[src/rtl/systolic_tile_ctrl.sv]
// Tile sequencer for a 4x4 Q1.15 systolic array: clear, skewed operand feed, flush, result drain.
// Optional CTRL_PERF_CNT_EN adds saturating busy/stall cycle counters.
module systolic_tile_ctrl #(
  parameter int N    = 4,
  parameter int BW   = 16,
  parameter int ACCW = 40,
  parameter int KW   = 8
) (
  input  logic              clk,
  input  logic              rst_n,
  input  logic              start,
  input  logic [KW-1:0]     k_len,
  output logic              busy,
  output logic              done,
  output logic              rd_en,
  output logic [KW-1:0]     rd_k,
  input  logic [N*BW-1:0]   rd_a,
  input  logic [N*BW-1:0]   rd_b,
  output logic [N*BW-1:0]   a_west,
  output logic [N*BW-1:0]   b_north,
  output logic [N-1:0]      v_west,
  output logic [N-1:0]      v_north,
  output logic              acc_clr,
  output logic              out_phase,
  output logic [7:0]        drain_step,
  input  logic [ACCW-1:0]   c_drain,
  output logic              res_valid,
  input  logic              res_ready,
  output logic [ACCW-1:0]   res_data,
  output logic [3:0]        res_idx,
  output logic [2:0]        dbg_state
`ifdef CTRL_PERF_CNT_EN
  ,
  output logic [31:0]       perf_busy_cyc,
  output logic [31:0]       perf_stall_cyc
`endif
);

  // Result handshake: a result moves on a cycle where res_valid && res_ready;
  // while res_ready is low, res_data/res_idx/drain_step hold.

  typedef enum logic [2:0] {
    S_IDLE  = 3'd0,
    S_CLEAR = 3'd1,
    S_FEED  = 3'd2,
    S_FLUSH = 3'd3,
    S_DRAIN = 3'd4
  } state_t;

  state_t        state_q, state_d;
  logic [KW-1:0] k_len_q, k_len_d;
  logic [KW-1:0] cnt_q, cnt_d;
  logic [7:0]    drain_q, drain_d;
  logic          done_q, done_d;
  logic          rd_vld_q, rd_vld_d;

  always_ff @(posedge clk or negedge rst_n) begin
    if (!rst_n) begin
      state_q  <= S_IDLE;
      k_len_q  <= '0;
      cnt_q    <= '0;
      drain_q  <= '0;
      done_q   <= 1'b0;
      rd_vld_q <= 1'b0;
    end else begin
      state_q  <= state_d;
      k_len_q  <= k_len_d;
      cnt_q    <= cnt_d;
      drain_q  <= drain_d;
      done_q   <= done_d;
      rd_vld_q <= rd_vld_d;
    end
  end

  always_comb begin
    state_d  = state_q;
    k_len_d  = k_len_q;
    cnt_d    = cnt_q;
    drain_d  = drain_q;
    done_d   = 1'b0;
    rd_vld_d = (state_q == S_FEED);
    case (state_q)
      S_IDLE: begin
        if (start) begin
          k_len_d = k_len;
          cnt_d   = '0;
          drain_d = '0;
          state_d = S_CLEAR;
        end
      end
      S_CLEAR: begin
        cnt_d   = '0;
        state_d = (k_len_q == '0) ? S_FLUSH : S_FEED;
      end
      S_FEED: begin
        if (cnt_q == k_len_q - KW'(1)) begin
          cnt_d   = '0;
          state_d = S_FLUSH;
        end else begin
          cnt_d = cnt_q + KW'(1);
        end
      end
      S_FLUSH: begin
        // Covers read latency, worst-case skew, hops to PE(3,3) and its register.
        if (cnt_q == KW'(2 * N - 1)) begin
          cnt_d   = '0;
          drain_d = '0;
          state_d = S_DRAIN;
        end else begin
          cnt_d = cnt_q + KW'(1);
        end
      end
      S_DRAIN: begin
        if (res_ready) begin
          if (drain_q == 8'd15) begin
            drain_d = '0;
            done_d  = 1'b1;
            state_d = S_IDLE;
          end else begin
            drain_d = drain_q + 8'd1;
          end
        end
      end
      default: state_d = S_IDLE;
    endcase
  end

  assign busy       = (state_q != S_IDLE);
  assign done       = done_q;
  assign rd_en      = (state_q == S_FEED);
  assign rd_k       = rd_en ? cnt_q : '0;
  assign acc_clr    = (state_q == S_CLEAR);
  assign out_phase  = (state_q == S_DRAIN);
  assign res_valid  = out_phase;
  assign drain_step = drain_q;
  assign res_data   = out_phase ? c_drain : '0;
  assign res_idx    = drain_q[3:0];
  assign dbg_state  = state_q;

  // Slice 0 leads the array directly off the read port.
  assign v_west[0]       = rd_vld_q;
  assign v_north[0]      = rd_vld_q;
  assign a_west[BW-1:0]  = rd_vld_q ? rd_a[BW-1:0] : '0;
  assign b_north[BW-1:0] = rd_vld_q ? rd_b[BW-1:0] : '0;

  for (genvar gi = 1; gi < N; gi++) begin : g_skew
    logic [BW-1:0] a_sk_q [0:gi-1];
    logic [BW-1:0] a_sk_d [0:gi-1];
    logic [BW-1:0] b_sk_q [0:gi-1];
    logic [BW-1:0] b_sk_d [0:gi-1];
    logic          v_sk_q [0:gi-1];
    logic          v_sk_d [0:gi-1];

    always_comb begin
      a_sk_d[0] = rd_a[gi*BW +: BW];
      b_sk_d[0] = rd_b[gi*BW +: BW];
      v_sk_d[0] = rd_vld_q;
      for (int s = 1; s < gi; s++) begin
        a_sk_d[s] = a_sk_q[s-1];
        b_sk_d[s] = b_sk_q[s-1];
        v_sk_d[s] = v_sk_q[s-1];
      end
    end

    always_ff @(posedge clk or negedge rst_n) begin
      if (!rst_n) begin
        for (int s = 0; s < gi; s++) begin
          a_sk_q[s] <= '0;
          b_sk_q[s] <= '0;
          v_sk_q[s] <= 1'b0;
        end
      end else begin
        for (int s = 0; s < gi; s++) begin
          a_sk_q[s] <= a_sk_d[s];
          b_sk_q[s] <= b_sk_d[s];
          v_sk_q[s] <= v_sk_d[s];
        end
      end
    end

    assign v_west[gi]             = v_sk_q[gi-1];
    assign v_north[gi]            = v_sk_q[gi-1];
    assign a_west[gi*BW +: BW]    = v_sk_q[gi-1] ? a_sk_q[gi-1] : '0;
    assign b_north[gi*BW +: BW]   = v_sk_q[gi-1] ? b_sk_q[gi-1] : '0;
  end

`ifdef CTRL_PERF_CNT_EN
  logic [31:0] busy_cyc_q, busy_cyc_d;
  logic [31:0] stall_cyc_q, stall_cyc_d;

  always_comb begin
    busy_cyc_d  = busy_cyc_q;
    stall_cyc_d = stall_cyc_q;
    if (state_q == S_IDLE && start) begin
      busy_cyc_d  = '0;
      stall_cyc_d = '0;
    end else begin
      if (busy && busy_cyc_q != '1)
        busy_cyc_d = busy_cyc_q + 32'd1;
      if (out_phase && !res_ready && stall_cyc_q != '1)
        stall_cyc_d = stall_cyc_q + 32'd1;
    end
  end

  always_ff @(posedge clk or negedge rst_n) begin
    if (!rst_n) begin
      busy_cyc_q  <= '0;
      stall_cyc_q <= '0;
    end else begin
      busy_cyc_q  <= busy_cyc_d;
      stall_cyc_q <= stall_cyc_d;
    end
  end

  assign perf_busy_cyc  = busy_cyc_q;
  assign perf_stall_cyc = stall_cyc_q;
`endif

endmodule
[config.mk]
export PLATFORM = sky130hd
export DESIGN_NAME = systolic_tile_ctrl
export DESIGN_NICKNAME = d
export VERILOG_FILES = /design/src/rtl/systolic_tile_ctrl.sv
export SDC_FILE = /design/constraint.sdc
export NUM_CORES = 1
export LEC_CHECK = 0
export ABC_AREA = 1
export ABC_CLOCK_PERIOD_IN_PS = 2100
export BUFFER_PORTS_ARGS = -buffer_cell sky130_fd_sc_hd__buf_2
export CORE_AREA = 2 2 150 152
export CTS_BUF_LIST = sky130_fd_sc_hd__clkbuf_4
export DETAILED_ROUTE_END_ITERATION = 8
export DIE_AREA = 0 0 152 154
export GPL_ROUTABILITY_DRIVEN = 0
export PLACE_DENSITY = 0.75
export SYNTH_ARGS = -nofsm -noshare
export SYNTH_HDL_FRONTEND = slang
export SYNTH_SLANG_ARGS = --single-unit
[constraint.sdc]
create_clock -name clk -period 2.1 [get_ports clk]
set_clock_uncertainty 0.1 [all_clocks]
set_input_delay 0.42 -clock clk [delete_from_list [all_inputs] [get_ports clk]]
set_output_delay 0.42 -clock clk [all_outputs]
set_load 0.005 [all_outputs]
==> results of run 1 <==
==> worst max-delay path, cell delays in order, from the launching register on <==
cell and delay, ps:
dfrtp_2 430, nor2_4 130, inv_2 60, nor2_4 130, clkinv_4 110, nor2_1 120, buf_2 130
==> logic make-up after synthesis <==
family / share of synthesized area, %
simple gates: 15.7
fa+ha+maj: 0.463
compound gates: 1.95
xor+xnor: 0.865
flops: 69.2
mux: 0.402
buf+inv: 11.4
==> metal layers <==
metal	up-vias	share of wire (%)
met5	-	0
met4	0	3.8
met3	83	6.0
met2	348	55
met1	3656	35
li1	3486	-
==> worst paths after layout <==
| check | end | slack (ps) | cells past startpoint |
|---|---|---|---|
| min reg2reg | g_skew[2].b_sk_q[6] | 230 | 0 |
| max | rd_k[7] | -190 | 6 |
| min in group asynchronous | g_skew[3].b_sk_d[7] | 230 | 2 |
| min | k_len_q[7] | 170 | 4 |
| max reg2reg | cnt_q[0] | 170 | 15 |
| max in group asynchronous | g_skew[3].v_sk_d[0] | 1040 | 3 |
==> state kept, by name (all words and copies together), names as in the netlist, 8 cells and up <==
signal         cells
drain_step         8
g_skew.a_sk_d     48
k_len_q            8
g_skew.b_sk_q     48
g_skew.b_sk_d     48
cnt_q              8
g_skew.a_sk_q     48
==> layout by cell type (no fill, tap or decap), types with 2 or more instances in the layout <==
cell type,netlist,routed
buf_2,0,301
dfrtp_1,224,217
inv_2,9,111
dlygate4sd3_1,0,106
inv_1,196,94
nand2_4,3,89
buf_6,0,87
clkbuf_4,0,83
nand2_1,193,80
nor2_1,77,49
nor2_2,5,31
nand2_2,3,30
nand3_1,15,15
buf_4,11,15
buf_12,0,14
o21ai_1,13,13
clkinv_1,1,12
xor2_1,7,7
a21oi_1,7,7
dfrtp_2,0,7
buf_16,0,6
nor2_4,3,5
clkinv_2,0,5
clkbuf_16,0,5
o21ai_0,4,4
buf_8,0,4
diode_2,0,3
nand4_1,3,3
inv_4,1,2
clkinv_4,0,2
nor3_1,2,2
o31ai_1,2,2
mux2_2,2,2
o21a_1,2,2
ha_1,3,2
==> power by group through the flow <==
stage          registers, mW  clock network, mW  logic (mW)
2_1_floorplan           4.96                  0        1.79
3_3_place_gp            4.96                  0        3.22
3_5_place_dp            4.98                  0        3.30
4_1_cts                 4.97               3.84        4.77
5_1_grt                 5.13               4.22        6.86
6_report                5.09               3.82        6.47
==> timing repair <==
item	4_1_cts	5_1_grt
endpoints found under the hold margin	325	0
gates cloned	10	8
setup buffers	17	4
endpoints found under the setup margin	163	174
pin swaps	3	14
hold buffers	106	0
gates resized for setup	133	337
==> area by class of cell <==
cell class / instances / area, um2 / share of cell area (%)
Antenna cell: 3 / 7.51 / 0.0530
Clock buffer: 83 / 623 / 4.40
Clock inverter: 21 / 124 / 0.874
Inverter: 207 / 787 / 5.55
Multi-Input combinational cell: 351 / 2380 / 16.8
Sequential cell: 224 / 5610 / 39.6
Tap cell: 280 / 350 / 2.47
Timing Repair Buffer: 538 / 4290 / 30.3
==> per-stage QoR <==
stage | TNS [ps] | area (um2)
floorplan | 0 | 8100
global placement | 0 | 10400
detailed placement | 0 | 10400
CTS | -17480 | 13000
global route | -30700 | 14200
finish | -10950 | 14200
==> impl_results.md, run 1 <==
* Status: finished with violations
* Failing checks: setup timing
* Crit path time final at about 2300 ps
* Cell count after placement at 1,462
* Critical path fanouts, max at 9
* Initial DRC count at around 420
* WL/cell at about 17 um
* Initial core utilization at ~37%
* DP Wirelength at 15,100 um
* Pre-antenna DRT Iters at 5
* TritonCTS Sinks at ~220
* Cells after Synth at roughly 800
* Placement Setup Slack at around 160 ps
* LEAKAGE at between 8 and 9 nW
* Int Power at between 9 and 10 mW
* Synth warnings at 0
* Area share of the largest cell type after synthesis at a little under 70%
* Avg Vias per Cell at 4.44
* Grt total ovfl at 0
* Die Y at 154 um
* Boundary pin count at about 390
* Critical path type: reg -> out
* Synth top cells by count: dfrtp_1 (224), inv_1 (196), nand2_1 (193)
* First-pass GRT wire length at 38,900 um
* Final worst setup slack at -194 ps
* Total power at around 15 mW
* Synth cell types at 31
* Critical path startpoint: dbg_state[2]
* Post-synth EDFFs at 0
* Total CTS buffers at 58
* GRT busiest layer: met2
* Ys flop type: dfrtp_1
* Layout cells sized above 1 at a little under three fifths
* Crit path launch type: register
* Pins over their slew limit at 0
* Reg clk slew, reported paths at approximately 60 ps
* FF+latch count, synth at between 200 and 250
* Hold Path Class: in -> reg
* Post-Synthesis Cell Area at a little over 8000 um2
* Met1 Use GR at a little under a quarter
* Clk pwr share at around 25%
* CTS max path bufs at 3
* Asr flop ratio synth at 100%
* Cell Rows at 54
* Max cap viols at 0
* Avg Inst Size Synth at roughly 10 um2
* Fmax at about 440 MHz
* Area growth, synth to finish at 74.9%
* H-tree levels at 2
* Worst VDD drop at approximately 0.47 mV
* Power per cell area at 1090 nW/um2
* Skew-Pair Late Insertion Delay at 680 ps
* Worst slew margin at between 50% and 60%
* Final Cycle Share at 109%
* Comb pwr share at between 40 and 50%
* Worst-margin pin slew at 610 ps
* Syn_nets at 993
* Top cells by area, synth: dfrtp_1 (69%), inv_1 (9.1%), nand2_1 (8.9%)
* CP Capture Type: primary output
* Synth area leader: dfrtp_1
* Register area share after synthesis at approximately 69%
* Residual DRC count at 0
* Data required, critical path at 1580 ps
* M2 GR Usage at a little under two fifths
* Pin count of the biggest net entering global routing at 62
* Sw frac at 35.8%
* Hold Fails Final Rpt at 0
* Final setup fails at around 160
* Non-filler cells, final at 1,707
* Global Route Usage Sum at roughly a fifth
* CTS root buf: clkbuf_4
* Final #Nets at about 1,600
* CTS tree: done
* Vias in the first global route at 7,746
* Via count at between 7,000 and 8,000
* Detail Route Antenna Nets at 0
* Switching pwr at 5.51 mW
* M3 GR Usage at around 5.0%
* Die area at about 23,000 um2
* Die X at roughly 150 um
* Hold_sp: start
* Post-layout util at approximately two thirds
* Fill count at 1,516
* Core ar. at ~22,000 um2
* Worst Path Arrival at ~1800 ps
* Most frequent cell after synthesis: dfrtp_1
* WL final at about 29,000 um
* Fin Hold WS at between 150 and 200 ps
* Initial antenna violation count at 2
* RSZ-0062 raised after global routing: yes
* Sequential group share of total power at between 30 and 40%
* Worst R2R Start: k_len_q[1]
* Port-buffer cells at 384
Power figures use the tool's default switching activity.
==> inputs of run 2 (changes only) <==
--- a/config.mk
+++ b/config.mk
@@ -6,14 +6,14 @@
 export NUM_CORES = 1
 export LEC_CHECK = 0
 export ABC_AREA = 1
-export ABC_CLOCK_PERIOD_IN_PS = 2100
+export ABC_CLOCK_PERIOD_IN_PS = 1900
 export BUFFER_PORTS_ARGS = -buffer_cell sky130_fd_sc_hd__buf_2
 export CORE_AREA = 2 2 150 152
 export CTS_BUF_LIST = sky130_fd_sc_hd__clkbuf_4
 export DETAILED_ROUTE_END_ITERATION = 8
 export DIE_AREA = 0 0 152 154
 export GPL_ROUTABILITY_DRIVEN = 0
-export PLACE_DENSITY = 0.75
+export PLACE_DENSITY = 0.78
 export SYNTH_ARGS = -nofsm -noshare
 export SYNTH_HDL_FRONTEND = slang
 export SYNTH_SLANG_ARGS = --single-unit
==> constraint.sdc (replaced) <==
create_clock -name clk -period 1.9 [get_ports clk]
set_clock_uncertainty 0.1 [all_clocks]
set_input_delay 0.38 -clock clk [delete_from_list [all_inputs] [get_ports clk]]
set_output_delay 0.38 -clock clk [all_outputs]
set_load 0.005 [all_outputs]
==> impl_results.md, run 2 (synthesized netlist as in run 1, its figures left out) <==
* TritonCTS Sinks at 224 (unchanged)
* Final worst setup slack at -384 ps (-190 ps)
* H-tree levels at 2 (unchanged)
* Met3 wire length at 1790 um (+5.0%)
* Fill count at 1,438 (-5.1%)
* Data required, critical path at 1420 ps (-160 ps)
* Final setup fails at 194 (+24%)
* Worst R2R Start: dbg_state[2]
* Core ar. at 21,700 um2 (unchanged)
* Critical path's slowest cell: dfrtp_2
* Critical path fanouts, max at 6 (-3)
* Final instance area at 14,800 um2 (+4.6%)
* Crit path largest cell delay at 440 ps (about the same)
* Port-buffer cells at 384 (unchanged)
* Critical path startpoint: dbg_state[1]
* Layout cells sized above 1 at 61.2% (+4.6 points)
* RSZ-0062 raised after global routing: yes
* Vias in the first global route at 8,272 (+6.8%)
* CTS root buf: clkbuf_4
* Global Route Usage Sum at 22.9% (+2.2 points)
* Worst VDD drop at 0.783 mV (+68%)
* Die X at 152 um (unchanged)
* Crit path cell chain: nor2_4, nand2_4, buf_12, nor2_4, buf_2
* Reg clk slew, reported paths at 70 ps (about the same)
* Pins over their slew limit at 0 (unchanged)
* Reg-to-reg critical path endpoint: cnt_q[2]
* Cell Rows at 54 (unchanged)
* CTS max path bufs at 3 (unchanged)
* Most frequent CP cell: nor2_4
* Die area at 23,400 um2 (unchanged)
* WL final at 31,800 um (+11%)
* Max cap viols at 0 (unchanged)
* Power per cell area at 1210 nW/um2 (+11%)
* Hold Path Class: in -> async
* Total CTS buffers at 55 (-5.2%)
* R2r setup slk at -20 ps (-190 ps)
* Fin Hold WS at 181 ps (+10.1 ps)
* Initial DRC count at 316 (-25%)
* CP endpoint: res_data[20]
* Initial core utilization at 37.4% (unchanged)
* DP Wirelength at 15,800 um (+4.5%)
* Initial antenna violation count at 4 (+2)
* Skew-Pair Late Insertion Delay at 650 ps (-30 ps)
* Worst-margin pin slew at 751 ps (+141 ps)
* Critical path type: reg -> out
* Hold Fails Final Rpt at 0 (unchanged)
* Placement Cell Area at 10,500 um2 (+0.60%)
* First-pass GRT wire length at 42,100 um (+8.2%)
* Pin count of the biggest net entering global routing at 65 (+4.8%)
* Crit path time final at 2280 ps
* Avg Vias per Cell at 4.52 (+2.0%)
* Failing checks: setup timing
* Wl on met1 at 10,800 um (+8.5%)
* Uppermost routed layer: met4
* Status: finished with violations
* Fmax at roughly 440 MHz
* Commonest non-fill, non-tap cell in the layout: buf_2
* Final #Nets at 1,586 (+1.5%)
* CP Capture Type: primary output
* Worst Path Arrival at 1800 ps (+30 ps)
* Grt total ovfl at 0 (unchanged)
* Worst slew margin at 49.7% (-9.4 points)
* Final Cycle Share at 120%
* Crit path launch type: register
* Residual DRC count at 0 (unchanged)
* Met2 WL at 17,400 um (+9.7%)
* LEAKAGE at 8.50 nW (+3.2%)
* Most frequent cells in the layout: buf_2 (284), dfrtp_1 (217), inv_2 (129), nand2_4 (114), dlygate4sd3_1 (106)
* Boundary pin count at 385 (unchanged)
* Die Y at 154 um (unchanged)
* WL/cell at 18.5 um (+10%)
* Via count at 7,784 (+2.8%)
* Detail Route Antenna Nets at 0 (unchanged)
* CTS tree: done
* Pre-antenna DRT Iters at 4 (-1)
* Area growth, synth to finish at 83.0%
* R2R depth at 8 (-7)
-- run 2: timing repair --
item / in CTS / in global routing
cloned: 18 / 5
gates resized for setup: 210 / 386
setup buffers: 24 / 17
hold buffers: 106 / 0
pin swaps: 6 / 30
setup endpoints to repair: 193 / 208
hold endpoints to repair: 323 / 0
-- run 2: where the power goes --
part | total (mW) | internal, mW | switching, mW
Combinational | 8.45 | 4.25 | 4.21
Clock | 3.85 | 1.90 | 1.95
Sequential | 5.61 | 5.18 | 0.432
-- run 2: layout make-up --
cell class	count	area, um2	share of cell area, %
antenna	5	12.5	0.0844
sequential	224	5610	37.9
inverter	207	797	5.38
clock inverter	18	104	0.701
tap	280	350	2.36
clock buffer	72	541	3.65
multi-input combinational	351	2710	18.3
timing repair inverter	1	6.26	0.0422
timing repair buffer	563	4690	31.6
-- run 2: how the worst min path moves through the flow --
stage                           endpoint  slack (ps)  cells past startpoint
floorplan                       cnt_q[0]         -20                      0
global placement     g_skew[2].b_sk_q[3]         230                      0
detailed placement   g_skew[2].a_sk_q[4]         230                      0
CTS                           k_len_q[4]          80                      4
global route                  k_len_q[4]         160                      4
finish              g_skew[3].a_sk_d[22]         180                      2
-- run 2: worst max-delay path: cells and delay by family (launching register included) --
family,cells,cell delay (ps)
buffers and inverters,2,310
DFF,1,440
and+or+nand+nor,3,400
-- run 2: per-stage QoR --
step,power (mW),setup TNS [ps],worst slack (ps),utilization (%),std cells
global route,18.8,-59460,-474,68.3,1720
finish,17.9,-39500,-384,68.3,1721
detailed placement,9.24,-48.6,-18.2,48.2,1467
floorplan,7.47,0,152,-,810
CTS,15.8,-50080,-382,62.0,1705
global placement,9.12,0,56.5,48.2,1467
-- run 2: per-layer routing --
metal | GRT usage, % | up-vias
li1 | - | 3519
met1 | 24.4 | 3747
met2 | 41.1 | 414
met3 | 5.64 | 104
met4 | 13.6 | 0
met5 | 0 | -
==> inputs of run 3 (changes only) <==
--- a/config.mk
+++ b/config.mk
@@ -6,7 +6,7 @@
 export NUM_CORES = 1
 export LEC_CHECK = 0
 export ABC_AREA = 1
-export ABC_CLOCK_PERIOD_IN_PS = 1900
+export ABC_CLOCK_PERIOD_IN_PS = 2100
 export BUFFER_PORTS_ARGS = -buffer_cell sky130_fd_sc_hd__buf_2
 export CORE_AREA = 2 2 150 152
 export CTS_BUF_LIST = sky130_fd_sc_hd__clkbuf_4
==> constraint.sdc (replaced) <==
create_clock -name clk -period 2.1 [get_ports clk]
set_clock_uncertainty 0.1 [all_clocks]
set_input_delay 0.42 -clock clk [delete_from_list [all_inputs] [get_ports clk]]
set_output_delay 0.42 -clock clk [all_outputs]
set_load 0.005 [all_outputs]
==> impl_results.md, run 3 (synthesized netlist as in run 1, its figures left out) <==
* Initial DRC count at 271 (-14%)
* Area growth, synth to finish at 73.8%
* Crit path largest cell delay at 450 ps (about the same)
* Non-filler cells, final at 1,700 (-1.2%)
* Initial antenna violation count at 1 (-3)
* Final #Nets at 1,561 (-1.6%)
* CP Capture Type: primary output
* Pre-antenna DRT Iters at 5 (+1)
* Reg clk slew, reported paths at 70 ps (about the same)
* First-pass GRT wire length at 38,100 um (-9.5%)
* Crit path launch type: register
* Most frequent CP cell: nor2_4
* Skew-Pair Late Insertion Delay at 680 ps (+30 ps)
* Total CTS buffers at 54 (-1.8%)
* Global Route Usage Sum at 20.3% (-2.5 points)
* Port-buffer cells at 384 (unchanged)
* Worst VDD drop at 0.530 mV (-32%)
* Worst R2R Start: k_len_q[1]
* Reg-to-reg critical path endpoint: dbg_state[1]
* Cell Rows at 54 (unchanged)
* R2r setup slk at 150 ps (+170 ps)
* Via count at 7,585 (-2.6%)
* H-tree levels at 2 (unchanged)
* CTS tree: done
* Fmax at 434 MHz
* Power per cell area at 1060 nW/um2 (-12%)
* Grt total ovfl at 0 (unchanged)
* CTS root buf: clkbuf_4
* Residual DRC count at 0 (unchanged)
* Status: finished with violations
* CTS max path bufs at 3 (unchanged)
* Max cap viols at 0 (unchanged)
* Crit path cell chain: nor2_4, nand2_4, clkbuf_16, nor2_4, buf_2
* Vias in the first global route at 7,791 (-5.8%)
* Worst-margin pin slew at 604 ps (-147 ps)
* Layout cells sized above 1 at 55.7% (-5.5 points)
* DP Wirelength at 15,500 um (-1.6%)
* Final Cycle Share at 110%
* Hold Path Class: in -> async
* Fin Hold WS at 116 ps (-65.7 ps)
* Buf/Inv on CP at 2 (unchanged)
* Worst slew margin at 59.6% (+9.9 points)
* Die Y at 154 um (unchanged)
* Detail Route Antenna Nets at 0 (unchanged)
* Post-layout util at 64.9% (-3.4 points)
* Pins over their slew limit at 0 (unchanged)
* Data required, critical path at 1580 ps (+160 ps)
* Critical path type: reg -> out
* Avg Vias per Cell at 4.46 (-1.4%)
* Top delay family on crit path: flip-flops
* Commonest non-fill, non-tap cell in the layout: buf_2
* Critical path fanouts, max at 6 (unchanged)
* TritonCTS Sinks at 224 (unchanged)
* Cell count after placement at 1,458 (-0.61%)
* Final setup fails at 93 (-52%)
* Most frequent cells in the layout: buf_2 (309), dfrtp_1 (217), dlygate4sd3_1 (106), inv_1 (103), inv_2 (98)
* LEAKAGE at 8.15 nW (-4.2%)
* R2R depth at 14 (+6)
* WL final at 29,200 um (-8.3%)
* Boundary pin count at 385 (unchanged)
* Total power at 14.9 mW (-17%)
* Worst Path Arrival at 1780 ps (-20 ps)
* Failing checks: setup timing
* Critical path startpoint: dbg_state[0]
* Die area at 23,400 um2 (unchanged)
* RSZ-0062 raised after global routing: yes
* Hold Fails Final Rpt at 0 (unchanged)
* Die X at 152 um (unchanged)
* Critical path's slowest cell: dfrtp_2
* Core ar. at 21,700 um2 (unchanged)
* Pin count of the biggest net entering global routing at 63 (-3.1%)
* Initial core utilization at 37.4% (unchanged)
* WL/cell at 17.1 um (-7.1%)
* Crit path time final at 2300 ps
* Final worst setup slack at -203 ps (+181 ps)
run 3: worst max path at each step:
stage	cells after the start	slack (ps)	end
final	5	-200	res_data[9]
after global routing	6	-350	rd_k[1]
after CTS	6	-260	rd_k[3]
after detailed placement	6	120	rd_k[3]
after global placement	6	210	rd_k[3]
after floorplan	14	350	dbg_state[1]
run 3: timing repair:
item,CTS,global route
cloned,4,17
setup endpoints to repair,173,161
hold buffers,106,0
pin swaps,5,13
buffers inserted,10,9
resized for setup,73,365
endpoints found under the hold margin,329,0
run 3: power breakdown:
part | leakage, nW | internal [mW] | switching (mW)
Combinational | 5.10 | 3.01 | 3.17
Sequential | 2.64 | 4.69 | 0.411
Clock | 0.407 | 1.84 | 1.80
Total | 8.15 | 9.54 | 5.37
run 3: cell type report:
cell class              count  area, um2
fillers                  1522       7600
flip-flops and latches    224       5620
repair buffers            539       4200
multi-input cells         351       2420
inverters                 207        797
clock buffers              78        586
well taps                 280        350
clock inverters            19        109
repair inverters            1       5.00
diodes                      1       2.50
run 3: routing by layer:
layer	up-vias	share of wire (%)	GRT usage [%]
met2	370	54	37.1
met1	3634	33	20.7
met5	-	0	0
met3	106	6.5	5.30
met4	0	5.7	12.7
li1	3475	-	-
run 3: per-stage QoR:
stage	setup TNS (ps)	cell area (um2)	setup WS (ps)
final	-10280	14100	-203
after global routing	-27220	14100	-351
after CTS	-14720	12500	-263
after detailed placement	0	10400	120
after global placement	0	10400	210
after floorplan	0	8100	352
run 3: worst register-to-register path: cells and delay by family (launching register included):
family / cells / cell delay (ps)
DFF: 1 / 360
and+or+nand+nor: 10 / 780
adders and majority gates: 1 / 270
buffers and inverters: 2 / 120
AOI/OAI and AO/OA: 1 / 170
